`config.mk`:
```
export PLATFORM = sky130hd
export DESIGN_NAME = io_panel
export DESIGN_NICKNAME = d
export VERILOG_FILES = /design/src/rtl/io_panel_pkg.sv /design/src/rtl/io_debounce.sv /design/src/rtl/io_panel.sv
export SDC_FILE = /design/constraint.sdc
export NUM_CORES = 1
export LEC_CHECK = 0
export ABC_AREA = 1
export CAP_MARGIN = 20
export CORE_MARGIN = 5
export CORE_UTILIZATION = 42
export CTS_BUF_LIST = sky130_fd_sc_hd__clkbuf_8
export DETAILED_ROUTE_END_ITERATION = 7
export GPL_TIMING_DRIVEN = 0
export PLACE_DENSITY_LB_ADDON = 0.1
export SLEW_MARGIN = 40
export SYNTH_ARGS = -nofsm -noshare
export SYNTH_HDL_FRONTEND = slang
export SYNTH_SLANG_ARGS = --single-unit
export TNS_END_PERCENT = 10
```
`constraint.sdc`:
```
create_clock -name clock -period 1.6 [get_ports clock]
set_input_delay 0.48 -clock clock [delete_from_list [all_inputs] [get_ports clock]]
set_output_delay 0.48 -clock clock [all_outputs]
set_load 0.03 [all_outputs]
```
`src/rtl/io_panel_pkg.sv`:
```
// Shared types and constants for the I/O panel: conversion FSM states,
// seven-segment glyphs (active-low {g,f,e,d,c,b,a}) and the display range limit.
package io_panel_pkg;

  typedef enum logic [1:0] {
    LOAD  = 2'd0,
    DIV   = 2'd1,
    STORE = 2'd2
  } conv_state_e;

  localparam logic [6:0]  SEG_BLANK  = 7'h7F;
  localparam logic [6:0]  SEG_DASH   = 7'b0111111;
  localparam logic [31:0] OVER_LIMIT = 32'd99;

  localparam logic [6:0] SEG_DIGIT [0:9] = '{
    7'b1000000, 7'b1111001, 7'b0100100, 7'b0110000, 7'b0011001,
    7'b0010010, 7'b0000010, 7'b1111000, 7'b0000000, 7'b0010000
  };

  // Non-decimal codes fall back to blank rather than an arbitrary glyph.
  function automatic logic [6:0] seg(input logic [3:0] d);
    if (d > 4'd9) return SEG_BLANK;
    return SEG_DIGIT[d];
  endfunction

endpackage

```
`src/rtl/io_debounce.sv`:
```
// Two-flop synchroniser plus stability counter: a switch pattern is accepted
// only after it has held for DEBOUNCE_CYCLES consecutive cycles.
module io_debounce #(
  parameter int W               = 10,
  parameter int DEBOUNCE_CYCLES = 50000
) (
  input  logic         clk_i,
  input  logic         rst_ni,
  input  logic [W-1:0] sw_i,
  output logic [W-1:0] stable_o
);

  localparam int CNT_W = (DEBOUNCE_CYCLES > 2) ? $clog2(DEBOUNCE_CYCLES) : 1;
  localparam logic [CNT_W-1:0] CNT_LAST = CNT_W'(DEBOUNCE_CYCLES - 1);

  logic [W-1:0]     sync1_q, sync2_q, prev_q, stable_q;
  logic [CNT_W-1:0] cnt_q, cnt_d;
  logic [W-1:0]     stable_d;

  always_comb begin
    cnt_d    = cnt_q;
    stable_d = stable_q;
    if ((sync2_q != prev_q) || (sync2_q == stable_q)) begin
      cnt_d = '0;
    end else if (cnt_q == CNT_LAST) begin
      stable_d = sync2_q;
      cnt_d    = '0;
    end else begin
      cnt_d = cnt_q + 1'b1;
    end
  end

  always_ff @(posedge clk_i or negedge rst_ni) begin
    if (!rst_ni) begin
      sync1_q  <= '0;
      sync2_q  <= '0;
      prev_q   <= '0;
      cnt_q    <= '0;
      stable_q <= '0;
    end else begin
      sync1_q  <= sw_i;
      sync2_q  <= sync1_q;
      prev_q   <= sync2_q;
      cnt_q    <= cnt_d;
      stable_q <= stable_d;
    end
  end

  assign stable_o = stable_q;

endmodule

```
`src/rtl/io_panel.sv`:
```
// Board I/O panel: debounced switches into two input ports, and a round-robin
// binary-to-two-digit converter driving six active-low seven-segment displays.
module io_panel
  import io_panel_pkg::*;
#(
  parameter int DEBOUNCE_CYCLES = 50000,
  parameter int SW_W            = 10
) (
  input  logic            clock,
  input  logic            resetn,
  input  logic [SW_W-1:0] sw,
  input  logic [31:0]     out_port0,
  input  logic [31:0]     out_port1,
  input  logic [31:0]     out_port2,
  output logic [31:0]     in_port0,
  output logic [31:0]     in_port1,
  output logic [6:0]      hex0,
  output logic [6:0]      hex1,
  output logic [6:0]      hex2,
  output logic [6:0]      hex3,
  output logic [6:0]      hex4,
  output logic [6:0]      hex5,
  output logic [1:0]      dbg_state_o,
  output logic [1:0]      dbg_k_o
);

  logic [SW_W-1:0] stable;

  io_debounce #(
    .W               (SW_W),
    .DEBOUNCE_CYCLES (DEBOUNCE_CYCLES)
  ) u_debounce (
    .clk_i    (clock),
    .rst_ni   (resetn),
    .sw_i     (sw),
    .stable_o (stable)
  );

  assign in_port0 = {27'b0, stable[4:0]};
  assign in_port1 = {27'b0, stable[9:5]};

  conv_state_e state_q, state_d;
  logic [1:0]  k_q;
  logic        over_q;
  logic [6:0]  rem_q;
  logic [3:0]  tens_q;
  logic [6:0]  hex_q [6];
  logic [31:0] cur_v;
  logic        load_en, div_step, store_en;
  logic [6:0]  seg_hi, seg_lo;

  always_comb begin
    case (k_q)
      2'd1:    cur_v = out_port1;
      2'd2:    cur_v = out_port2;
      default: cur_v = out_port0;
    endcase
  end

  always_ff @(posedge clock or negedge resetn) begin
    if (!resetn) state_q <= LOAD;
    else         state_q <= state_d;
  end

  always_comb begin
    state_d = state_q;
    case (state_q)
      LOAD:    state_d = (cur_v > OVER_LIMIT) ? STORE : DIV;
      DIV:     state_d = (rem_q >= 7'd10) ? DIV : STORE;
      STORE:   state_d = LOAD;
      default: state_d = LOAD;
    endcase
  end

  always_comb begin
    load_en  = 1'b0;
    div_step = 1'b0;
    store_en = 1'b0;
    case (state_q)
      LOAD:    load_en  = 1'b1;
      DIV:     div_step = (rem_q >= 7'd10);
      STORE:   store_en = 1'b1;
      default: ;
    endcase
  end

  // rem is below ten by the time STORE is reached, so its low nibble is the units digit.
  assign seg_hi = over_q ? SEG_DASH : seg(tens_q);
  assign seg_lo = over_q ? SEG_DASH : seg(rem_q[3:0]);

  always_ff @(posedge clock or negedge resetn) begin
    if (!resetn) begin
      k_q    <= 2'd0;
      over_q <= 1'b0;
      rem_q  <= '0;
      tens_q <= '0;
      for (int i = 0; i < 6; i++) hex_q[i] <= SEG_BLANK;
    end else begin
      if (load_en) begin
        over_q <= (cur_v > OVER_LIMIT);
        rem_q  <= cur_v[6:0];
        tens_q <= '0;
      end
      if (div_step) begin
        rem_q  <= rem_q - 7'd10;
        tens_q <= tens_q + 4'd1;
      end
      if (store_en) begin
        case (k_q)
          2'd1: begin
            hex_q[2] <= seg_lo;
            hex_q[3] <= seg_hi;
          end
          2'd2: begin
            hex_q[4] <= seg_lo;
            hex_q[5] <= seg_hi;
          end
          default: begin
            hex_q[0] <= seg_lo;
            hex_q[1] <= seg_hi;
          end
        endcase
        k_q <= (k_q == 2'd2) ? 2'd0 : k_q + 2'd1;
      end
    end
  end

  assign hex0 = hex_q[0];
  assign hex1 = hex_q[1];
  assign hex2 = hex_q[2];
  assign hex3 = hex_q[3];
  assign hex4 = hex_q[4];
  assign hex5 = hex_q[5];

  assign dbg_state_o = state_q;
  assign dbg_k_o     = k_q;

endmodule

```
Yosys cells after proc, flatten, opt, wreduce, memory -nomap -nowiden
Memory sizes are Yosys's and may differ from the RTL's.
Cells that the tools add are included.

word-level totals
  flip-flop bits (word level) = 114
  memory bits (read-only) = 224
  input port bits = 108
  output and inout port bits = 110
  word-level logic and storage cells = 73
  memories kept = 2

cells by class
  add/subtract/negate cells = 4
  order comparisons = 6
  equal/unequal tests = 7
  muxes and demuxes = 26
  bitwise logic cells = 4
  reductions and logical operators = 8

memory list
  name              depth  bits a word  rd ports  clocked after Yosys merged registers in  write ports  RTL line            source
  (name not given)  16     7            1         0                                        0            io_panel_pkg.sv:23  return SEG_DIGIT[d];
  (name not given)  16     7            1         0                                        0            io_panel_pkg.sv:23

operators with widths
  kind                                                                                  count
  7-bit two-way mux                                                                     12
  32-bit case mux with 2 select lines                                                   1
  32-bit by 7-bit > comparator with 1-bit output (second input constant)                1
  16-bit two-way mux                                                                    2
  16-bit by 1-bit adder with 16-bit output (second input constant)                      1
  16-bit == test (second input constant)                                                1
  10-bit == test                                                                        1
  5-bit greater-or-equal comparator (second input constant)                             2
  10-bit inequality test                                                                1
  4-bit NOT with 5-bit output                                                           2
  4-bit > comparator (second input constant)                                            2
  4-bit two-way mux                                                                     2
  2-bit AND reduction                                                                   4
  7-bit by 4-bit greater-or-equal comparator with 1-bit output (second input constant)  1
  7-bit by 4-bit subtractor with 7-bit output (second input constant)                   1
  2-bit two-way mux                                                                     3
  1-bit two-way mux                                                                     5
  4-bit by 1-bit adder with 4-bit output (second input constant)                        1
  2-bit by 1-bit == test with 1-bit output (second input constant)                      2
  2-bit == test (second input constant)                                                 2
  2-bit case mux with 2 select lines                                                    1
  2-bit by 1-bit adder with 2-bit output (second input constant)                        1
  2-bit logical NOT                                                                     1
  1-bit NOT                                                                             2
  3 further kinds                                                                       3

Longest topological paths before layout
  word-level depth = 6
  gate-level depth with buffers = 13
  mapped depth without buffers = 12

Hierarchy
Synthesis repeated with hierarchy kept, for this count alone.

unflattened totals
  cells, all modules = 710
  area, all modules = 5,997.0 um^2

by module, submodules not included
  module       times used  cells each  area an instance (um^2)  sequential area each (um^2)
  io_panel     1           471         3,671.0                  1,503.9
  io_debounce  1           239         2,326.0                  1,401.3

Worst setup path before layout
OpenSTA, ideal clock, no wires.

  path type = register to register
  start = register k_q[0], in the netlist dbg_k_o[0]
  end = register state_q[1], in the netlist dbg_state_o[1]
  setup time = 118 ps
  arrival time = 1,849 ps
  data required time = 1,482 ps
  slack = -367 ps
  stages on the path, launching flop included = 12
  path buffers = 2
  clock period less this slack = 1,967 ps
  path through = dfrtp_1 inv_1 ha_1 buf_2 buf_2 nor2_1 nand4_1 nand3b_1 nand2_1 nand2_1 nand2_1 nand2_1

between the ends
  word-level cells in the longest chain between the ends = 5
  elaborated cells between the ends (all ways) = 6
  those cells by class = order compare: 1; eq/ne: 2; mux: 3

ends and longest elaborated chain
  element                                                                           RTL line         source
  start: declaration                                                                io_panel.sv:43   logic [1:0] k_q;
  start signal: assignment                                                          io_panel.sv:123  k_q <= (k_q == 2'd2) ? 2'd0 : k_q + 2'd1;
  2-bit == test / 2-bit by 1-bit == test with 1-bit output (equally long branches)  io_panel.sv:53   case (k_q)
  32-bit case mux with 2 select lines *                                             io_panel.sv:53
  32-bit by 7-bit > comparator with 1-bit output *                                  io_panel.sv:68   LOAD: state_d = (cur_v > OVER_LIMIT) ? STORE : DIV;
  2-bit two-way mux *                                                               io_panel.sv:68
  2-bit case mux with 2 select lines *                                              io_panel.sv:67   case (state_q)
  net state_d[1]                                                                    io_panel.sv:42   conv_state_e state_q, state_d;
  end signal: assignment                                                            io_panel.sv:62   else state_q <= state_d;
  end: declaration                                                                  io_panel.sv:42

The timed path passes the listed nets; every way through them passes the cells marked *.
A chain may end at the register's enable or synchronous reset.

Worst setup path after layout
  start = register k_q[1], in the netlist dbg_k_o[1]
  end = register over_q

between the ends
  word-level cells in the longest chain between the ends = 3
  elaborated cells between the ends (all ways) = 4
  those cells by class = order compare: 1; eq/ne: 2; mux: 1

ends and longest elaborated chain
  element                                                                           RTL line         source
  2-bit == test / 2-bit by 1-bit == test with 1-bit output (equally long branches)  io_panel.sv:53
  32-bit case mux with 2 select lines *                                             io_panel.sv:53
  32-bit by 7-bit > comparator with 1-bit output *                                  io_panel.sv:100  over_q <= (cur_v > OVER_LIMIT);
  end signal: assignment                                                            io_panel.sv:100
  end: declaration                                                                  io_panel.sv:44   logic over_q;

Mark *: on every way between the ends. The rest lies on a longest branch, timed or not.

==> summary.txt <==
Placement
  – I/O Buffers: 163
  – GPL Wtd Cong: 0.832
  – Placed insts: 1113
  – Area after DPL: 8120 sq um
  – Post-DP HPWL: 11.6 mm

Yosys
  – Synth area leaders: dfrtp_1 30%, dfstp_2 18%, nand2_1 15%
  – Yosys cell types: 42
  – Mapped Area: 6000 sq um
  – Yosys top cell area share: 30.0%
  – Seq/Total Area, Yosys: 48.4%
  – Number of warnings issued by yosys: 0
  – Post-synth EDFFs: 0
  – Mean Syn Cell Area: 8.38 sq um
  – Leading area contributor after synthesis: dfrtp_1
  – Cells after synthesis: 716
  – Post-synth ARST share: 100%
  – Synth Flop Type: dfrtp_1
  – Post-synthesis register bit count: 114

Worst setup path
  – Slowest cell on crit path: dfrtp_2
  – Crit-path cells: inv_2, ha_4, buf_6, buf_8, nor2_4, nand4_1, nand3b_1, nand2_1, nand2_1, nand2_1, nand2_1
  – Max incr delay on CP: 0.42 ns
  – Crit path launch type: flip-flop
  – Critical Path Fanout Max: 6
  – Worst EP arrival: 2.09 ns
  – Crit end category: flip-flop
  – CP Class: reg -> reg
  – Critical path depth in cells: 11
  – Crit-path leading delay family: simple AND/OR/NAND/NOR gates
  – FF-to-FF path depth: 11
  – Most frequent CP cell: nand2_1
  – Required @ worst endpoint: 1.93 ns
  – Critical path buffers and inverters: 3

Drt
  – DRT Pass-1 Iters: 4
  – Final wirelength: 15.6 mm
  – Routed vias/inst: 4.48
  – DRT antenna net count: 0
  – Routed len/inst: 13.4 um
  – Iteration-0 DRC Markers: 273
  – Drt drc: 0
  – Via count: 5209

Global route
  – Grt peak-use layer: met2
  – Initial antenna violation count: 0
  – Met1 Use GR: 22.3%
  – First-pass GRT wire length: 24.5 mm
  – Overflow after GRT: 0
  – Largest net degree at the start of global routing: 70
  – Vias in the first global route: 5009
  – GR Util met2: 32.9%
  – Total track usage: 18.6%
  – Met3 usage: 4.33%

Status
  – Outcome: complete, but fails checks
  – Violated checks: negative setup slack

Finish
  – Fin cells: 1164
  – Syn-to-layout area delta: 49.7%
  – Final Cell Area: 8990 sq um
  – Layout fillers: 1229
  – Share of cells above drive strength 1: 31.3%
  – N_diodes: 0
  – Commonest non-fill, non-tap cell in the layout: nand2_1
  – Most frequent cells in the layout: 217 x nand2_1, 106 x clkdlybuf4s50_1, 67 x buf_4, 67 x dfrtp_1, 59 x nor2_1
  – Final #Nets: 1095

Floorplanning
  – Full die area: 16800 sq um
  – Core area: 13900 sq um
  – Row count: 43
  – Starting density of the core: 43.1%
  – Die height: 130 um
  – Die width: 130 um
  – I/O pin total: 218

Power and ir drop
  – Net Sw Frac: 33.2%
  – Clk pwr share: 27.8%
  – Pwr per Cell Area: 1020 nW/um^2
  – Flop pwr share: 41.1%
  – Sw Pwr: 3.03 mW
  – Peak VDD IR: 0.824 mV
  – Gate power share: 31.1%
  – Internal power: 6.11 mW
  – Total power: 9.14 mW
  – Leak: 4.19 nW

Clocking
  – H-Tree Depth: 4
  – CTS sink cnt: 114
  – Clk root buf: clkbuf_8
  – Worst-Skew Late Latency: 0.43 ns
  – CTS Buffer Depth: 2
  – TritonCTS clock tree: yes
  – Num CTS Buffers: 17
  – Clock-pin slew on the worst setup and hold paths: 0.07 ns

Run
  – MaxCap Viol Count: 0

Timing
  – Setup Viol. Count Final: 36
  – Fin crit share: 110%
  – Worst hold slack: 0.347 ns
  – RSZ-0062 raised after global routing: true
  – Slew Limit Fails: 0
  – Tmin final: 1.76 ns
  – Hold Fails Final Rpt: 0
  – Fin worst setup slack: -0.165 ns
  – Max Freq: 567 MHz
  – Clk_skew: 0.0113 ns

Worst hold path
  – WHS Path Cells: 0
  – Worst Hold Class: reg -> reg
==> area by class of cell <==
| type | instances | area, sq um | share of cell area, % |
|---|---|---|---|
| inverters | 52 | 213 | 2.37 |
| repair buffers | 183 | 1880 | 20.9 |
| clock buffers | 18 | 248 | 2.76 |
| well taps | 180 | 225 | 2.51 |
| clock inverters | 14 | 125 | 1.39 |
| multi-input cells | 537 | 2850 | 31.7 |
| flip-flops and latches | 114 | 2910 | 32.4 |
| plain buffers | 66 | 541 | 6.01 |
==> cells in the mapped netlist, types with 4 or more instances <==
cell	number
buf_2	6
nand2_1	236
nor2_1	67
a21oi_1	5
dfstp_2	42
nor3_1	4
xor2_1	14
ha_1	16
dfrtp_1	72
xnor2_1	5
nor2_2	11
buf_4	55
o211ai_1	5
inv_1	43
nand3_1	26
o22ai_1	5
clkinv_1	4
nand4_1	21
inv_2	5
o21ai_0	37
==> power groups by stage <==
stage,sequential [mW],clock [mW],combinational (mW)
2_1_floorplan,4.20,0,0.959
3_3_place_gp,3.71,0,2.47
3_5_place_dp,3.70,0,2.50
4_1_cts,3.72,2.60,2.60
5_1_grt,3.82,2.75,3.08
6_report,3.76,2.54,2.84
==> through the flow <==
step	util [%]	setup WS, ns	TNS, ns
floorplan	-	-0.120	-0.322
CTS	62.0	-0.202	-3.20
finish	64.5	-0.165	-1.70
detailed placement	58.3	-0.309	-13.28
global placement	58.0	-4.73	-445.52
global route	64.5	-0.280	-7.40
==> flip-flops by register name, summed over array words and instances (netlist names), 10 cells and up <==
name	count
u_debounce.prev_q	10
u_debounce.stable_o	10
u_debounce.sync2_q	10
u_debounce.cnt_q	16
u_debounce.sync1_q	10
==> logic make-up after synthesis <==
family,Yosys count,share of synthesized area (%)
AO/OA/AOI/OAI,65,6.40
adder cells (fa/ha/maj),16,3.33
flip-flops,114,48.4
XOR/XNOR,19,2.77
AND/OR/NAND/NOR,383,27.8
other,1,0.0625
buffers and inverters,118,11.2
==> worst register-to-register path: cells and delay by family, from the launching register on <==
kind | cells | cell delay [ns]
adders and majority gates | 1 | 0.22
buffers and inverters | 3 | 0.36
DFF | 1 | 0.42
and+or+nand+nor | 7 | 0.65
==> worst paths after layout <==
path                                              endpoint  slack (ns)                       startpoint
max                                     over_q$_DFFE_PN0P_       -0.16           dbg_k_o[1]$_DFFE_PN0N_
min                        u_debounce.sync2_q[9]$_DFF_PN0_        0.35  u_debounce.sync1_q[9]$_DFF_PN0_
max reg2reg                             over_q$_DFFE_PN0P_       -0.16           dbg_k_o[1]$_DFFE_PN0N_
min reg2reg                u_debounce.sync2_q[9]$_DFF_PN0_        0.35  u_debounce.sync1_q[9]$_DFF_PN0_
max in group asynchronous              hex5[0]$_DFFE_PN1P_        0.39                           resetn
min in group asynchronous    u_debounce.cnt_q[5]$_DFF_PN0_        0.52                           resetn
==> metal layers <==
metal / vias up / wire, um
met4: 0 / 228
met5: - / 0
met3: 21 / 695
met2: 101 / 8570
met1: 2396 / 6100
li1: 2691 / -
==> timing repair <==
action,4_1_cts,5_1_grt
endpoints found under the hold margin,45,0
setup buffers,3,13
gates resized for setup,355,105
gates cloned,1,1
hold buffers,1,0
pin swaps,7,23
endpoints found under the setup margin,122,131
Power figures use the tool's default switching activity.
